## config.mk

```make
export PLATFORM = sky130hd
export DESIGN_NAME = apb4_archinfo_cfg
export DESIGN_NICKNAME = d
export VERILOG_FILES = /design/src/rtl/apb4_archinfo_cfg.sv
export SDC_FILE = /design/constraint.sdc
export NUM_CORES = 1
export LEC_CHECK = 0
export ABC_CLOCK_PERIOD_IN_PS = 2500
export CELL_PAD_IN_SITES_DETAIL_PLACEMENT = 0
export CELL_PAD_IN_SITES_GLOBAL_PLACEMENT = 1
export CORE_ASPECT_RATIO = 1.5
export CORE_MARGIN = 3
export CORE_UTILIZATION = 32
export DETAILED_ROUTE_END_ITERATION = 10
export PLACE_DENSITY_LB_ADDON = 0.3
export SLEW_MARGIN = 20
export SYNTH_ARGS = -nofsm -noshare
export SYNTH_HDL_FRONTEND = slang
export SYNTH_SLANG_ARGS = --single-unit
```

## constraint.sdc

```tcl
create_clock -name pclk -period 2.5 [get_ports pclk]
set_input_delay 0.25 -clock pclk [delete_from_list [all_inputs] [get_ports pclk]]
set_output_delay 0.25 -clock pclk [all_outputs]
set_load 0.02 [all_outputs]
```

## src/rtl/apb4_archinfo_cfg.sv

```systemverilog
// ---------------------------------------------------------------------------
// apb4_archinfo_cfg
//
// APB4 master that sequences configuration of the archinfo register slave
// and shares the single APB4 port with one host requester.
//
// A config sequence writes SYS/IDL/IDH (offsets 0x0/0x4/0x8). It then reads
// the three words back in the same order and compares each one with the
// value written. A slave error or a read-back mismatch restarts the whole
// sequence, up to RETRY_MAX extra attempts. Outside a sequence, a host
// request is granted one APB4 transfer at a time.
//
// Build option:
//   ARCHINFO_CFG_AUTO_EN  when defined, the pending-start flag resets to 1.
//                         A config sequence then begins on the first clock
//                         after presetn releases.
//
// Ports:
//   pclk, presetn        clock, asynchronous active-low reset
//   start_i              one-cycle pulse requesting a config sequence
//   host_req_i           host request level, held until host_done_o
//   host_we_i            host write (1) / read (0)
//   host_addr_i          host byte address
//   host_wdata_i         host write data
//   host_rdata_o         host read data, valid with host_done_o
//   host_done_o          one-cycle host completion pulse
//   host_err_o           pslverr of the host transfer
//   paddr_o..pwdata_o    APB4 request signals
//   prdata_i..pslverr_i  APB4 response signals
//   busy_o               config sequence in progress
//   done_o               sticky: last sequence passed
//   err_o                sticky: last sequence exhausted its retries
//
// State table:
//   IDLE     | bus idle; arbitrate config (priority) vs host
//   C_SETUP  | config step, APB setup phase
//   C_ACCESS | config step, APB access phase (waits for pready_i)
//   H_SETUP  | host transfer, APB setup phase
//   H_ACCESS | host transfer, APB access phase (waits for pready_i)
//   FAIL_CHK | config step failed; retry or give up
// ---------------------------------------------------------------------------
module apb4_archinfo_cfg #(
  parameter logic [31:0] SYS_INIT  = 32'h0000_0000,
  parameter logic [31:0] IDL_INIT  = 32'h0000_0000,
  parameter logic [31:0] IDH_INIT  = 32'h0000_0000,
  parameter int unsigned RETRY_MAX = 3
) (
  input  logic        pclk,
  input  logic        presetn,
  input  logic        start_i,
  input  logic        host_req_i,
  input  logic        host_we_i,
  input  logic [5:0]  host_addr_i,
  input  logic [31:0] host_wdata_i,
  output logic [31:0] host_rdata_o,
  output logic        host_done_o,
  output logic        host_err_o,
  output logic [5:0]  paddr_o,
  output logic        psel_o,
  output logic        penable_o,
  output logic        pwrite_o,
  output logic [31:0] pwdata_o,
  input  logic [31:0] prdata_i,
  input  logic        pready_i,
  input  logic        pslverr_i,
  output logic        busy_o,
  output logic        done_o,
  output logic        err_o
);

  // Retry counter is at least 2 bits wide and grows for larger RETRY_MAX.
  localparam int unsigned RW = (RETRY_MAX < 4) ? 2 : $clog2(RETRY_MAX + 1);
  localparam logic [RW-1:0] RETRY_LIM = RW'(RETRY_MAX);

`ifdef ARCHINFO_CFG_AUTO_EN
  localparam logic PEND_RST = 1'b1;
`else
  localparam logic PEND_RST = 1'b0;
`endif

  typedef enum logic [2:0] {
    IDLE     = 3'd0,
    C_SETUP  = 3'd1,
    C_ACCESS = 3'd2,
    H_SETUP  = 3'd3,
    H_ACCESS = 3'd4,
    FAIL_CHK = 3'd5
  } state_t;

  state_t        state_q, state_d;
  logic          pend_q, pend_d;
  logic [2:0]    step_q, step_d;
  logic [RW-1:0] retry_q, retry_d;
  logic          busy_q, busy_d;
  logic          done_q, done_d;
  logic          err_q, err_d;
  logic [31:0]   host_rdata_q, host_rdata_d;
  logic          host_done_q, host_done_d;
  logic          host_err_q, host_err_d;
  logic [5:0]    paddr_q;
  logic          pwrite_q;
  logic [31:0]   pwdata_q;
  logic          ld_cfg, ld_host;
  logic          cfg_active;
  logic          rd_bad;

  // Steps 0-2 write SYS/IDL/IDH; steps 3-5 read the same words back.
  function automatic logic [5:0] cfg_addr(input logic [2:0] s);
    case (s)
      3'd0, 3'd3: cfg_addr = 6'h00;
      3'd1, 3'd4: cfg_addr = 6'h04;
      default:    cfg_addr = 6'h08;
    endcase
  endfunction

  function automatic logic [31:0] cfg_data(input logic [2:0] s);
    case (s)
      3'd0, 3'd3: cfg_data = SYS_INIT;
      3'd1, 3'd4: cfg_data = IDL_INIT;
      default:    cfg_data = IDH_INIT;
    endcase
  endfunction

  assign cfg_active = (state_q == C_SETUP) || (state_q == C_ACCESS) ||
                      (state_q == FAIL_CHK);
  assign rd_bad     = (step_q >= 3'd3) && (prdata_i != cfg_data(step_q));

  always_comb begin
    state_d      = state_q;
    pend_d       = pend_q;
    step_d       = step_q;
    retry_d      = retry_q;
    busy_d       = busy_q;
    done_d       = done_q;
    err_d        = err_q;
    host_rdata_d = host_rdata_q;
    host_done_d  = 1'b0;
    host_err_d   = host_err_q;
    ld_cfg       = 1'b0;
    ld_host      = 1'b0;

    // A start pulse during a running sequence is dropped; anywhere else it
    // is remembered until IDLE can act on it.
    if (start_i && !cfg_active) pend_d = 1'b1;

    case (state_q)
      IDLE: begin
        // start_i is looked at directly so that a start arriving in the same
        // cycle as a host request still wins arbitration.
        if (pend_q || start_i) begin
          state_d = C_SETUP;
          pend_d  = 1'b0;
          step_d  = 3'd0;
          retry_d = '0;
          busy_d  = 1'b1;
          done_d  = 1'b0;
          err_d   = 1'b0;
          ld_cfg  = 1'b1;
        end else if (host_req_i && !host_done_q) begin
          // While host_done_o is high the requester has not yet had a chance
          // to drop host_req_i, so the stale level must not be re-granted.
          state_d = H_SETUP;
          ld_host = 1'b1;
        end
      end
      C_SETUP: state_d = C_ACCESS;
      H_SETUP: state_d = H_ACCESS;
      C_ACCESS: begin
        if (pready_i) begin
          if (pslverr_i || rd_bad) begin
            state_d = FAIL_CHK;
          end else if (step_q < 3'd5) begin
            state_d = C_SETUP;
            step_d  = step_q + 3'd1;
            ld_cfg  = 1'b1;
          end else begin
            state_d = IDLE;
            done_d  = 1'b1;
            busy_d  = 1'b0;
          end
        end
      end
      FAIL_CHK: begin
        if (retry_q < RETRY_LIM) begin
          state_d = C_SETUP;
          retry_d = retry_q + RW'(1);
          step_d  = 3'd0;
          ld_cfg  = 1'b1;
        end else begin
          state_d = IDLE;
          err_d   = 1'b1;
          busy_d  = 1'b0;
        end
      end
      H_ACCESS: begin
        if (pready_i) begin
          if (!pwrite_q) host_rdata_d = prdata_i;
          host_err_d  = pslverr_i;
          host_done_d = 1'b1;
          state_d     = IDLE;
        end
      end
      default: state_d = IDLE;
    endcase
  end

  always_ff @(posedge pclk or negedge presetn) begin
    if (!presetn) begin
      state_q      <= IDLE;
      pend_q       <= PEND_RST;
      step_q       <= 3'd0;
      retry_q      <= '0;
      busy_q       <= 1'b0;
      done_q       <= 1'b0;
      err_q        <= 1'b0;
      host_rdata_q <= 32'h0;
      host_done_q  <= 1'b0;
      host_err_q   <= 1'b0;
      paddr_q      <= 6'h0;
      pwrite_q     <= 1'b0;
      pwdata_q     <= 32'h0;
    end else begin
      state_q      <= state_d;
      pend_q       <= pend_d;
      step_q       <= step_d;
      retry_q      <= retry_d;
      busy_q       <= busy_d;
      done_q       <= done_d;
      err_q        <= err_d;
      host_rdata_q <= host_rdata_d;
      host_done_q  <= host_done_d;
      host_err_q   <= host_err_d;
      // Request fields are loaded only when entering a setup phase, so they
      // hold steady through any number of wait states.
      if (ld_cfg) begin
        paddr_q  <= cfg_addr(step_d);
        pwrite_q <= (step_d < 3'd3);
        pwdata_q <= (step_d < 3'd3) ? cfg_data(step_d) : 32'h0;
      end else if (ld_host) begin
        paddr_q  <= host_addr_i;
        pwrite_q <= host_we_i;
        pwdata_q <= host_wdata_i;
      end
    end
  end

  assign psel_o       = (state_q == C_SETUP) || (state_q == C_ACCESS) ||
                        (state_q == H_SETUP) || (state_q == H_ACCESS);
  assign penable_o    = (state_q == C_ACCESS) || (state_q == H_ACCESS);
  assign paddr_o      = paddr_q;
  assign pwrite_o     = pwrite_q;
  assign pwdata_o     = pwdata_q;
  assign busy_o       = busy_q;
  assign done_o       = done_q;
  assign err_o        = err_q;
  assign host_rdata_o = host_rdata_q;
  assign host_done_o  = host_done_q;
  assign host_err_o   = host_err_q;

endmodule

```

==> flow_metrics.env, run 1 <==
export IMPL_diodes=0
export IMPL_die_h_um=137
export IMPL_setup_tns_ns=0
export IMPL_start_util_pct=33.1
export IMPL_synth_edff_count=0
export IMPL_syn2layout_area_growth_pct=55.9
export IMPL_yosys_most_used_dff="dfrtp_1"
export IMPL_syn_avg_cell_area_um2=10.6
export IMPL_cts_tree="yes"
export IMPL_synth_area_leaders="dfrtp_1 58%, mux2_2 10%, nand2_1 8.2%, a21oi_1 6.1%, nor2_1 1.8%"
export IMPL_critPathKind="reg2reg"
export IMPL_cts_max_level=3
export IMPL_synth_largest_area_cell="dfrtp_1"
export IMPL_fmax_ghz=0.450
export IMPL_clock_sinks=85
export IMPL_antenna_found_initial=0
export IMPL_end_kind="register"
export IMPL_peakVddDrop_v=0.000730
export IMPL_grt_pass1_wl_um=16200
export IMPL_rsz0062_at_grt="no"
export IMPL_track_usage_pct=15.9
export IMPL_syn_num_nets=427
export IMPL_rows=47
export IMPL_layout_nets=584
export IMPL_netlist_area_um2=3670
export IMPL_grt_max_degree=86
export IMPL_dp_slack_ns=0.0474
export IMPL_finalMaxSlewViolations=0
export IMPL_drive_gt1_share_pct=13.2
export IMPL_sw_frac_of_total_pct=35.6
export IMPL_hold_buffers=0
export IMPL_period_share_pct=88.8
export IMPL_cp_required_ns=2.76
export IMPL_finalSetupViolations=0
export IMPL_yosysWarnings=0
export IMPL_grt_pass1_vias=3228
export IMPL_overflow=0
export IMPL_critPathArrivalTime_ns=2.48
export IMPL_fin_crit_ns=2.22
export IMPL_routed_via_density=4.74
export IMPL_ys_ff_latch=85
export IMPL_place_hpwl_um=7170
export IMPL_drt_initial_drc_count=103
export IMPL_finalWorstSetupSlack_ns=0.279
export IMPL_p_leak_nw=2.42
export IMPL_hold_viol_final=34
export IMPL_wl_um=9750
export IMPL_wire_per_inst_um=14.9
export IMPL_outcome="finished, violations left"
export IMPL_post_dp_cell_area_um2=5400
export IMPL_relSlewSlack_pct=47.3
export IMPL_p_comb_share_pct=44.4
export IMPL_violations="negative hold slack"
export IMPL_seq_area_frac_synth_pct=57.9
export IMPL_worst_path_max_fanout=9
export IMPL_cts_setup_buffers=0
export IMPL_gp_congestion=0.762
export IMPL_clockBufferDepth=2
export IMPL_cellInternalPower_mw=4.16
export IMPL_worstMarginPinSlew_ns=0.790
export IMPL_cts_resized=0
export IMPL_hold_class="in2async"
export IMPL_fin_area_um2=5730
export IMPL_seqPwrFrac_pct=33.3
export IMPL_clk_pin_slew_worst_paths_ns=0.06
export IMPL_synthCells=347
export IMPL_yosysMostFrequentCell="dfrtp_1"
export IMPL_insertion_delay_ns=0.33
export IMPL_skew_ns=0.00549
export IMPL_synth_top_area_share_pct=57.9
export IMPL_core_um2=11100
export IMPL_ios=155
export IMPL_yosysUniqueCellTypes=40
export IMPL_die_area_um2=12800
export IMPL_powerDensity_nw_per_um2=1130
export IMPL_io_buffers=154
export IMPL_cap_violations=0
export IMPL_drtAntennaViolNets=0
export IMPL_p_clk_share_pct=22.3
export IMPL_first_pass_iters=4
export IMPL_worstSetupStartpointType="register"
export IMPL_final_util_pct=51.6
export IMPL_synth_common_cells="85 x dfrtp_1, 80 x nand2_1, 45 x a21oi_1, 33 x mux2_2, 18 x nor2_1"
export IMPL_power_switching_mw=2.29
export IMPL_synth_async_reset_ratio_pct=100
export IMPL_post_route_drc_count=0
export IMPL_cts_root_buf="clkbuf_16"
export IMPL_vias=3112
export IMPL_whs_ns=-0.0382
export IMPL_die_w_um=93.5
export IMPL_numCtsBuffers=9
## final timing paths
| path | startpoint | endpoint | slack (ns) | cells after the start |
|---|---|---|---|---|
| worst max-delay path | step_q[0] | paddr_o[2] | 0.28 | 8 |
| worst min-delay path | presetn | pwdata_o[0] | -0.04 | 1 |
| worst max register to register | step_q[0] | paddr_o[2] | 0.28 | 8 |
| worst min register to register | host_err_o | host_err_o | 0.50 | 2 |
| max in group asynchronous | presetn | step_q[2] | 1.98 | 1 |
| min in group pclk | host_wdata_i[17] | pwdata_o[17] | 0.45 | 3 |
## critical path: stages, from the launching register on
cell,delay (ns)
dfrtp_1,0.46
ha_1,0.24
ha_1,0.26
inv_1,0.04
o21ai_0,0.16
a21oi_1,0.10
a32o_1,0.26
or4_1,0.47
a31oi_1,0.16
## cell usage in the layout, fill, tap and decap left out, types with 2 or more instances in the layout
master	synthesis	layout
a21oi_1	45	45
buf_12	0	2
nor2_1	18	15
o32ai_1	2	2
clkdlybuf4s50_1	0	153
clkinv_2	0	2
bufinv_16	0	2
mux2_2	33	33
a31oi_1	2	2
nand2_1	80	80
clkbuf_16	0	9
inv_1	6	6
o21ai_0	9	9
nor4_1	8	8
or3_1	2	2
ha_1	3	3
nand4_1	3	3
o22a_1	2	2
nand2b_1	3	3
o21bai_1	2	2
mux2i_1	3	3
nor2b_1	4	4
dfrtp_1	85	85
buf_4	3	9
nor2_2	0	2
## routing by layer
metal | wire length [µm] | vias up | track usage, %
met5 | 0 | - | 0
li1 | - | 1513 | -
met4 | 181 | 0 | 6.03
met3 | 920 | 16 | 5.68
met2 | 4830 | 126 | 25.9
met1 | 3810 | 1457 | 19.3
## cell families (layout without fill, tap and decap cells)
| family | count (synthesis) | count (layout) | synth area share (%) |
|---|---|---|---|
| AOI/OAI and AO/OA | 69 | 69 | 10.7 |
| xor gates and xnor gates | 2 | 2 | 0.477 |
| adders and majority gates | 3 | 3 | 1.02 |
| buffers and inverters | 25 | 187 | 3.78 |
| DFF | 85 | 85 | 57.9 |
| muxes | 36 | 36 | 10.9 |
| and+or+nand+nor | 127 | 127 | 15.2 |
## power groups by stage
stage,Sequential (mW),Combinational (mW),Clock (mW)
after global placement,2.15,2.87,0
after CTS,2.16,2.91,1.49
after detailed placement,2.17,2.89,0
final,2.15,2.87,1.44
after floorplan,2.66,0.982,0
after global routing,2.23,3.11,1.54
## through the flow
step,std cells,power [mW]
after global placement,640,5.02
after CTS,656,6.55
after floorplan,347,3.65
after detailed placement,640,5.07
after global routing,656,6.88
final,656,6.45
## registers in the layout (all words and copies together) (netlist names)
| name | cells |
|---|---|
| step_q | 3 |
| host_rdata_o | 32 |
| state_q | 3 |
| paddr_o | 6 |
| busy_o | 1 |
| pwdata_o | 32 |
| pwrite_o | 1 |
| done_o | 1 |
| retry_q | 2 |
| err_o | 1 |
| pend_q | 1 |
| host_err_o | 1 |
| host_done_o | 1 |
## cell type report
class,count,area [µm²]
clock inverters,6,86.3
well taps,147,184
multi-input cells,237,1420
flip-flops and latches,85,2130
fillers,1022,5380
clock buffers,10,239
repair buffers,165,1650
inverters,6,22.5
Note: power is estimated with default switching activity, not from simulation.
==> inputs of run 2 (changes only) <==
ABC_CLOCK_PERIOD_IN_PS = unset   (was 2500)
REMOVE_ABC_BUFFERS = 1   (was unset)
==> flow_metrics.env, run 2 (synthesis gave the netlist of run 1 again) <==
export IMPL_cts_root_buf="clkbuf_16"
export IMPL_worstMarginPinSlew_ns=0.615
export IMPL_finalWorstSetupSlack_ns=0.279
export IMPL_diodes=0
export IMPL_core_um2=11100
export IMPL_final_common_cell="clkdlybuf4s50_1"
export IMPL_path_buf_inv=1
export IMPL_dp_slack_ns=-0.0127
export IMPL_antenna_found_initial=0
export IMPL_rsz0062_at_grt="no"
export IMPL_setup_tns_ns=0
export IMPL_grt_pass1_wl_um=16700
export IMPL_syn2layout_area_growth_pct=57.2
export IMPL_end_kind="register"
export IMPL_cp_top_family="compound AO/OA/AOI/OAI gates"
export IMPL_io_buffers=154
export IMPL_hold_buffers=1
export IMPL_critPathSlowestCell="or4_1"
export IMPL_critPathArrivalTime_ns=2.48
export IMPL_max_stage_delay_ns=0.47
export IMPL_layout_nets=589
export IMPL_crit_top_cell="ha_1"
export IMPL_skew_ns=0.00661
export IMPL_first_pass_iters=4
export IMPL_outcome="finished clean"
export IMPL_p_leak_nw=2.44
export IMPL_period_share_pct=88.8
export IMPL_track_usage_pct=16.9
export IMPL_place_hpwl_um=7860
export IMPL_cts_resized=0
export IMPL_drt_initial_drc_count=161
export IMPL_worstSetupStartpointType="register"
export IMPL_clockBufferDepth=2
export IMPL_hold_class="in2reg"
export IMPL_peakVddDrop_v=0.000560
export IMPL_gp_congestion=0.773
export IMPL_final_util_pct=52.0
export IMPL_fin_cells=661
export IMPL_fmax_ghz=0.450
export IMPL_dpl_cell_count=644
export IMPL_die_h_um=137
export IMPL_overflow=0
export IMPL_critPathKind="reg2reg"
export IMPL_die_area_um2=12800
export IMPL_rows=47
export IMPL_drive_gt1_share_pct=13.6
export IMPL_post_route_drc_count=0
export IMPL_cts_tree="yes"
export IMPL_worst_path_max_fanout=9
export IMPL_vias=3133
export IMPL_die_w_um=93.5
export IMPL_powerDensity_nw_per_um2=1130
export IMPL_insertion_delay_ns=0.33
export IMPL_clk_pin_slew_worst_paths_ns=0.06
export IMPL_ios=155
export IMPL_wire_per_inst_um=16.0
export IMPL_relSlewSlack_pct=59.0
export IMPL_path_cells="ha_1 -> ha_1 -> inv_1 -> o21ai_0 -> a21oi_1 -> a32o_1 -> or4_1 -> a31oi_1"
export IMPL_cts_setup_buffers=0
export IMPL_drtAntennaViolNets=0
export IMPL_clock_sinks=85
export IMPL_fin_crit_ns=2.22
export IMPL_cts_max_level=3
export IMPL_grt_pass1_vias=3276
export IMPL_wl_um=10500
export IMPL_start_util_pct=33.1
export IMPL_layout_common_cells="153 x clkdlybuf4s50_1, 85 x dfrtp_1, 80 x nand2_1"
export IMPL_finalSetupViolations=0
export IMPL_numCtsBuffers=9
export IMPL_cp_required_ns=2.76
export IMPL_grt_max_degree=46
export IMPL_power_mw=6.52
export IMPL_hold_viol_final=0
export IMPL_cap_violations=0
export IMPL_finalMaxSlewViolations=0
export IMPL_routed_via_density=4.74
## run 2: cell types whose count changed in the layout (fill, tap and decap cells not counted), sizes merged
cell | before | now
clkbuf | 10 | 11
clkinvlp | 1 | 2
clkinv | 3 | 1
buf | 12 | 16
dlygate4sd3 | 0 | 1
## run 2: through the flow
step / hold WS (ns) / instance area, µm²
2_1_floorplan: -0.0456 / 3560
3_3_place_gp: 0.304 / 5440
5_1_grt: 0.453 / 5780
6_report: 0.458 / 5780
3_5_place_dp: 0.305 / 5440
4_1_cts: 0.449 / 5780
## run 2: worst paths after layout
path / startpoint / endpoint / slack [ns] / cells past startpoint
min in group asynchronous: presetn / pwdata_o[25] / 0.47 / 2
max: step_q[0] / paddr_o[2] / 0.28 / 8
max reg2reg: step_q[0] / paddr_o[2] / 0.28 / 8
max in group asynchronous: presetn / paddr_o[5] / 1.39 / 3
min reg2reg: host_err_o / host_err_o / 0.48 / 2
min: host_wdata_i[11] / pwdata_o[11] / 0.46 / 3
## run 2: worst register-to-register path, delay by kind of cell, from the launching register on
family | cells | cell delay (ns)
AND/OR/NAND/NOR | 1 | 0.47
buffers and inverters | 1 | 0.05
AO/OA/AOI/OAI | 4 | 0.65
adder cells (fa/ha/maj) | 2 | 0.51
flip-flops | 1 | 0.46
## run 2: routing by layer
metal | global-route usage, % | share of wire, % | up-vias
met1 | 18.5 | 37 | 1518
li1 | - | - | 1522
met3 | 4.59 | 5.1 | 14
met5 | 0 | 0 | -
met2 | 30.4 | 55 | 79
met4 | 6.85 | 2.6 | 0
## run 2: final cells by class
type,instances,area (µm²)
fillers,1006,5340
flip-flops and latches,85,2130
repair buffers,170,1700
multi-input cells,237,1420
clock buffers,11,243
well taps,147,184
clock inverters,5,83.8
inverters,6,22.5
## run 2: power breakdown
group          switching [mW]  total [mW]  internal [mW]
clock network           0.540        1.44          0.904
registers               0.262        2.12           1.86
logic                    1.53        2.95           1.43
==> inputs of run 3 (changes only) <==
TNS_END_PERCENT = 10   (was unset)
==> results of run 3 <==
Final layout, timing and power as in run 2 (identical DEF).
==> edit 1, RTL diff (settings of run 2) <==
Build with the macro `ARCHINFO_CFG_AUTO_EN` defined.
--- a/src/rtl/apb4_archinfo_cfg.sv
+++ b/src/rtl/apb4_archinfo_cfg.sv
@@ -39,6 +39,8 @@
 //   H_ACCESS | host transfer, APB access phase (waits for pready_i)
 //   FAIL_CHK | config step failed; retry or give up
 // ---------------------------------------------------------------------------
+`define ARCHINFO_CFG_AUTO_EN
+
 module apb4_archinfo_cfg #(
   parameter logic [31:0] SYS_INIT  = 32'h0000_0000,
   parameter logic [31:0] IDL_INIT  = 32'h0000_0000,
Function: changed (a bounded check fails within 4 cycles, from zero or initial values and one cycle with presetn low).
==> edit 1 against run 2 <==
  * Cell area up 0.45%
  * Clock skew is essentially flat
  * Routed wire length decreased by 2.0%
  * Critical endpoint unchanged
  * Die area is essentially flat
  * Highest routed layer unchanged
  * Sequential cell count stayed put
  * Power is 1.2% higher
  * Area after synthesis hardly changed
  * Fmax down 1.3%
  * Combinational power about the same
  * Critical path type unchanged
  * Setup slack got worse by 0.029 ns
  * Utilization grew 0.24 points
  * Sequential share of layout area fell by 0.15 points
==> edit 1: results <==
export IMPL_cp_arrival_ns=2.50
export IMPL_grt_usage_pct=16.2
export IMPL_cts_resized_gates=0
export IMPL_drtIter0Drc=119
export IMPL_grt_met3_usage_pct=4.97
export IMPL_wl_um=10300
export IMPL_grt_max_degree=51
export IMPL_yosysWarningCount=0
export IMPL_ir_worst_vdd_mv=0.532
export IMPL_clock_latency_ns=0.33
export IMPL_async_flop_share_pct=100
export IMPL_postPlaceCellArea_um2=5450
export IMPL_outcome="finished, final reports clean"
export IMPL_r2r_start="step_q[0]"
export IMPL_grt_pass1_wl_um=16100
export IMPL_finalClockSkew_ns=0.00632
export IMPL_nets=588
export IMPL_fillCellCount=994
export IMPL_first_pass_iters=4
export IMPL_synthTopCellsByCount="dfrtp_1, nand2_1, a21oi_1"
export IMPL_worstPathMaxFanout=9
export IMPL_grtUsageMet2_pct=28.7
export IMPL_cts_inserted_buffers=9
export IMPL_reg2regPathDepth=8
export IMPL_leakage_nw=2.45
export IMPL_antenna_found_initial=0
export IMPL_use_met1_pct=17.8
export IMPL_drive_above_1_share_pct=13.5
export IMPL_yosysSeqAreaShare_pct=57.9
export IMPL_hpwl_um=7800
export IMPL_antenna_cells=0
export IMPL_holdBufCountCts=1
export IMPL_clk_path_buf_depth=2
export IMPL_r2r_slack_ns=0.25
export IMPL_portBuffers=154
export IMPL_clk_pin_slew_worst_paths_ns=0.06
export IMPL_r2r_end="paddr_o[2]"
export IMPL_post_cts_buffers=0
export IMPL_via_per_inst=4.71
export IMPL_holdCritPathClass="primary input to asynchronous set/reset pin"
export IMPL_synthDistinctLibCells=41
export IMPL_worstMarginPinSlew_ns=0.606
export IMPL_synth_top_cells_by_area="dfrtp_1, mux2_2, nand2_1, a21oi_1, nor2_1"
export IMPL_htree_levels=3
export IMPL_cts_root_buf="clkbuf_16"
export IMPL_place_gp_congestion=0.767
export IMPL_grt_pass1_vias=3152
[edit 1: changes by cell type after synthesis, sizes merged]
| cell | run 2 | this run |
|---|---|---|
| dfrtp | 85 | 84 |
| dfstp | 0 | 1 |
[edit 1: cells by family (layout without fill, tap and decap cells)]
group,Yosys count,count (layout),share of synthesized area (%)
AND/OR/NAND/NOR,127,127,15.2
XOR/XNOR,2,2,0.477
multiplexers,36,36,10.9
flip-flops,85,85,57.9
AO/OA/AOI/OAI,69,69,10.7
buffers and inverters,25,191,3.78
adder cells (fa/ha/maj),3,3,1.02
[edit 1: stage by stage]
stage               util, %  instances  worst slack [ns]  hold WS (ns)  total power, W
global route           52.2        660             0.120         0.457         0.00697
floorplan                 -        328            -0.479       -0.0456         0.00357
detailed placement     49.0        643            0.0340         0.238         0.00514
CTS                    52.2        660             0.232         0.431         0.00669
global placement       49.0        643            0.0936         0.239         0.00509
finish                 52.2        660             0.250         0.420         0.00660
[edit 1: area by class of cell]
class | count | area, um^2 | area share (%)
tap | 147 | 184 | 3.17
timing repair buffer | 169 | 1700 | 29.4
clock buffer | 12 | 246 | 4.25
multi-input combinational | 237 | 1420 | 24.5
clock inverter | 4 | 95.1 | 1.64
sequential | 85 | 2130 | 36.7
inverter | 6 | 22.5 | 0.388
[edit 1: routing by layer]
layer | wire length [um] | vias up | part of all wire, %
met5 | 0 | - | 0
met4 | 262 | 0 | 2.5
met3 | 595 | 17 | 5.8
met2 | 5670 | 92 | 55
met1 | 3810 | 1487 | 37
li1 | - | 1512 | -
[edit 1: worst max-delay path, stage by stage (launching register included)]
cell	delay [ns]
dfrtp_1	0.47
ha_1	0.25
ha_1	0.27
inv_1	0.04
o21ai_0	0.15
a21oi_1	0.09
a32o_1	0.25
or4_1	0.47
a31oi_1	0.17
[edit 1: how the worst max path moves through the flow]
stage	start	endpoint	cells past startpoint
6_report	step_q[0]	paddr_o[2]	8
5_1_grt	step_q[0]	paddr_o[2]	8
4_1_cts	step_q[0]	paddr_o[2]	8
3_5_place_dp	prdata_i[24]	pwdata_o[1]	9
3_3_place_gp	prdata_i[24]	pwdata_o[25]	9
2_1_floorplan	step_q[0]	pwrite_o	7
[edit 1: report_power, final]
part | internal [W] | switching [W]
Sequential | 0.00186 | 0.000265
Combinational | 0.00143 | 0.00152
Clock | 0.00100 | 0.000517
==> edit 2, RTL diff (flow settings as in run 2) <==
Without the edit above. Make the reset (`presetn`) synchronous in one clocked block. Comments in the files are not updated.
--- a/src/rtl/apb4_archinfo_cfg.sv
+++ b/src/rtl/apb4_archinfo_cfg.sv
@@ -204,7 +204,7 @@
     endcase
   end
 
-  always_ff @(posedge pclk or negedge presetn) begin
+  always_ff @(posedge pclk) begin
     if (!presetn) begin
       state_q      <= IDLE;
       pend_q       <= PEND_RST;
Formal check against the unedited RTL: differs if presetn is asserted again (counterexample within 4 cycles, from zero or initial values and one cycle with presetn low); with presetn held inactive, the same outputs for 10 cycles.
==> edit 2 against run 2 <==
  * Cell area is 5.9% lower
  * Utilization is 1.1 points higher
  * Synthesized cell count is 24% higher
  * Sequential cell count stayed put
  * Area after synthesis is 7.7% lower
  * Global-route usage is 0.51 points lower
  * Hold slack worse by 0.0065 ns
  * Setup slack better by 0.098 ns
  * Routed wire length is 9.1% lower
  * Critical path type is now flip-flop to output pin
  * Largest cell class unchanged
  * Highest routed layer unchanged
Power is not compared: it rests on default switching activity, and its combinational part moved more than twofold at a synthesized area within 25%.
==> edit 2: results <==
export IMPL_drive_above_1_share_pct=6.80
export IMPL_synth_adder_area_share_pct=1.11
export IMPL_min_period_ns=2.12
export IMPL_fillCellCount=1022
export IMPL_wl_met1_um=4250
export IMPL_max_stage_delay_ns=0.65
export IMPL_grt_max_degree=37
export IMPL_synthTopCellsByCount="nand2_1, dfxtp_1, a21oi_1"
export IMPL_holdCritPathClass="flip-flop to flip-flop"
export IMPL_cp_arrival_ns=1.87
export IMPL_hpwl_um=7150
export IMPL_path_delay_family="buffers and inverters"
export IMPL_r2r_start="state_q[0]"
export IMPL_synth_top_cells_by_area="dfxtp_1, nand2_1, a21oi_1, clkbuf_1, nor4_1"
export IMPL_pre_cts_ws_ns=-0.00633
export IMPL_critPathSlowestCell="clkdlybuf4s50_1"
export IMPL_vias=3438
export IMPL_cts_resized_gates=0
export IMPL_worstHoldStart="host_rdata_o[30]"
export IMPL_critPathLaunch="state_q[2]"
export IMPL_wl_um=9590
export IMPL_synth_xor_area_share_pct=0.258
export IMPL_grt_pass1_vias=3338
export IMPL_synthDistinctLibCells=43
export IMPL_r2r_slack_ns=0.38
export IMPL_grt_usage_pct=16.4
export IMPL_postPlaceCellArea_um2=5140
export IMPL_drc_errors=0
export IMPL_clk_pin_slew_worst_paths_ns=0.06
export IMPL_relSlewSlack_pct=69.6
export IMPL_finalClockSkew_ns=0.00822
export IMPL_wl_met3_um=774
export IMPL_synthMuxAreaShare_pct=0.922
export IMPL_drtIter0Drc=71
export IMPL_place_gp_congestion=0.763
export IMPL_grt_pass1_wl_um=16100
export IMPL_synth_compound_area_share_pct=16.6
export IMPL_outcome="finished, final reports clean"
export IMPL_synth_ff_type="dfxtp_1"
export IMPL_nets=663
export IMPL_async_flop_share_pct=0
export IMPL_top_layer="met4"
export IMPL_met2_length_um=4410
export IMPL_yosysSeqAreaShare_pct=50.1
-- edit 2: cell types whose count changed in the layout (fill, tap and decap cells not counted), moves of 5 or more --
cell	change
dfrtp_1	-85
dfxtp_1	+85
nand2_1	+74
a21oi_1	+37
mux2_2	-33
o21ai_0	-5
-- edit 2: layout make-up --
cell class | count | area [um^2] | area share (%)
Clock buffer | 10 | 229 | 4.21
Clock inverter | 6 | 61.3 | 1.13
Inverter | 3 | 11.3 | 0.207
Multi-Input combinational cell | 317 | 1580 | 29.0
Sequential cell | 85 | 1700 | 31.3
Tap cell | 141 | 176 | 3.25
Timing Repair Buffer | 167 | 1680 | 30.9
-- edit 2: power breakdown --
part | internal [W] | switching (W)
combinational | 0.000649 | 0.000777
clock | 0.000772 | 0.000525
sequential | 0.00149 | 0.0000944
total | 0.00291 | 0.00140
-- edit 2: worst paths after layout --
check	end	cells after the start
setup / recovery	penable_o	4
hold / removal	host_rdata_o[30]	2
setup reg to reg	pwdata_o[17]	6
hold reg to reg	host_rdata_o[30]	2
-- edit 2: worst min-delay path, cell delays in order (launching register included) --
cell and delay (ns):
dfxtp_1 0.30, nand2_1 0.05, a21oi_1 0.05
-- edit 2: metal layers --
| layer | up-vias | global-route usage [%] |
|---|---|---|
| met4 | 0 | 5.88 |
| met3 | 12 | 6.11 |
| met5 | - | 0 |
| li1 | 1753 | - |
| met2 | 126 | 26.6 |
| met1 | 1547 | 19.7 |
-- edit 2: stage by stage --
step           cells  hold slack (ns)  power [W]   TNS, ns
2_1_floorplan    405            0.366    0.00236    -0.321
3_3_place_gp     713            0.441    0.00305         0
3_5_place_dp     713            0.446    0.00306  -0.00633
4_1_cts          729            0.454    0.00437         0
5_1_grt          729            0.468    0.00457         0
6_report         729            0.451    0.00431         0
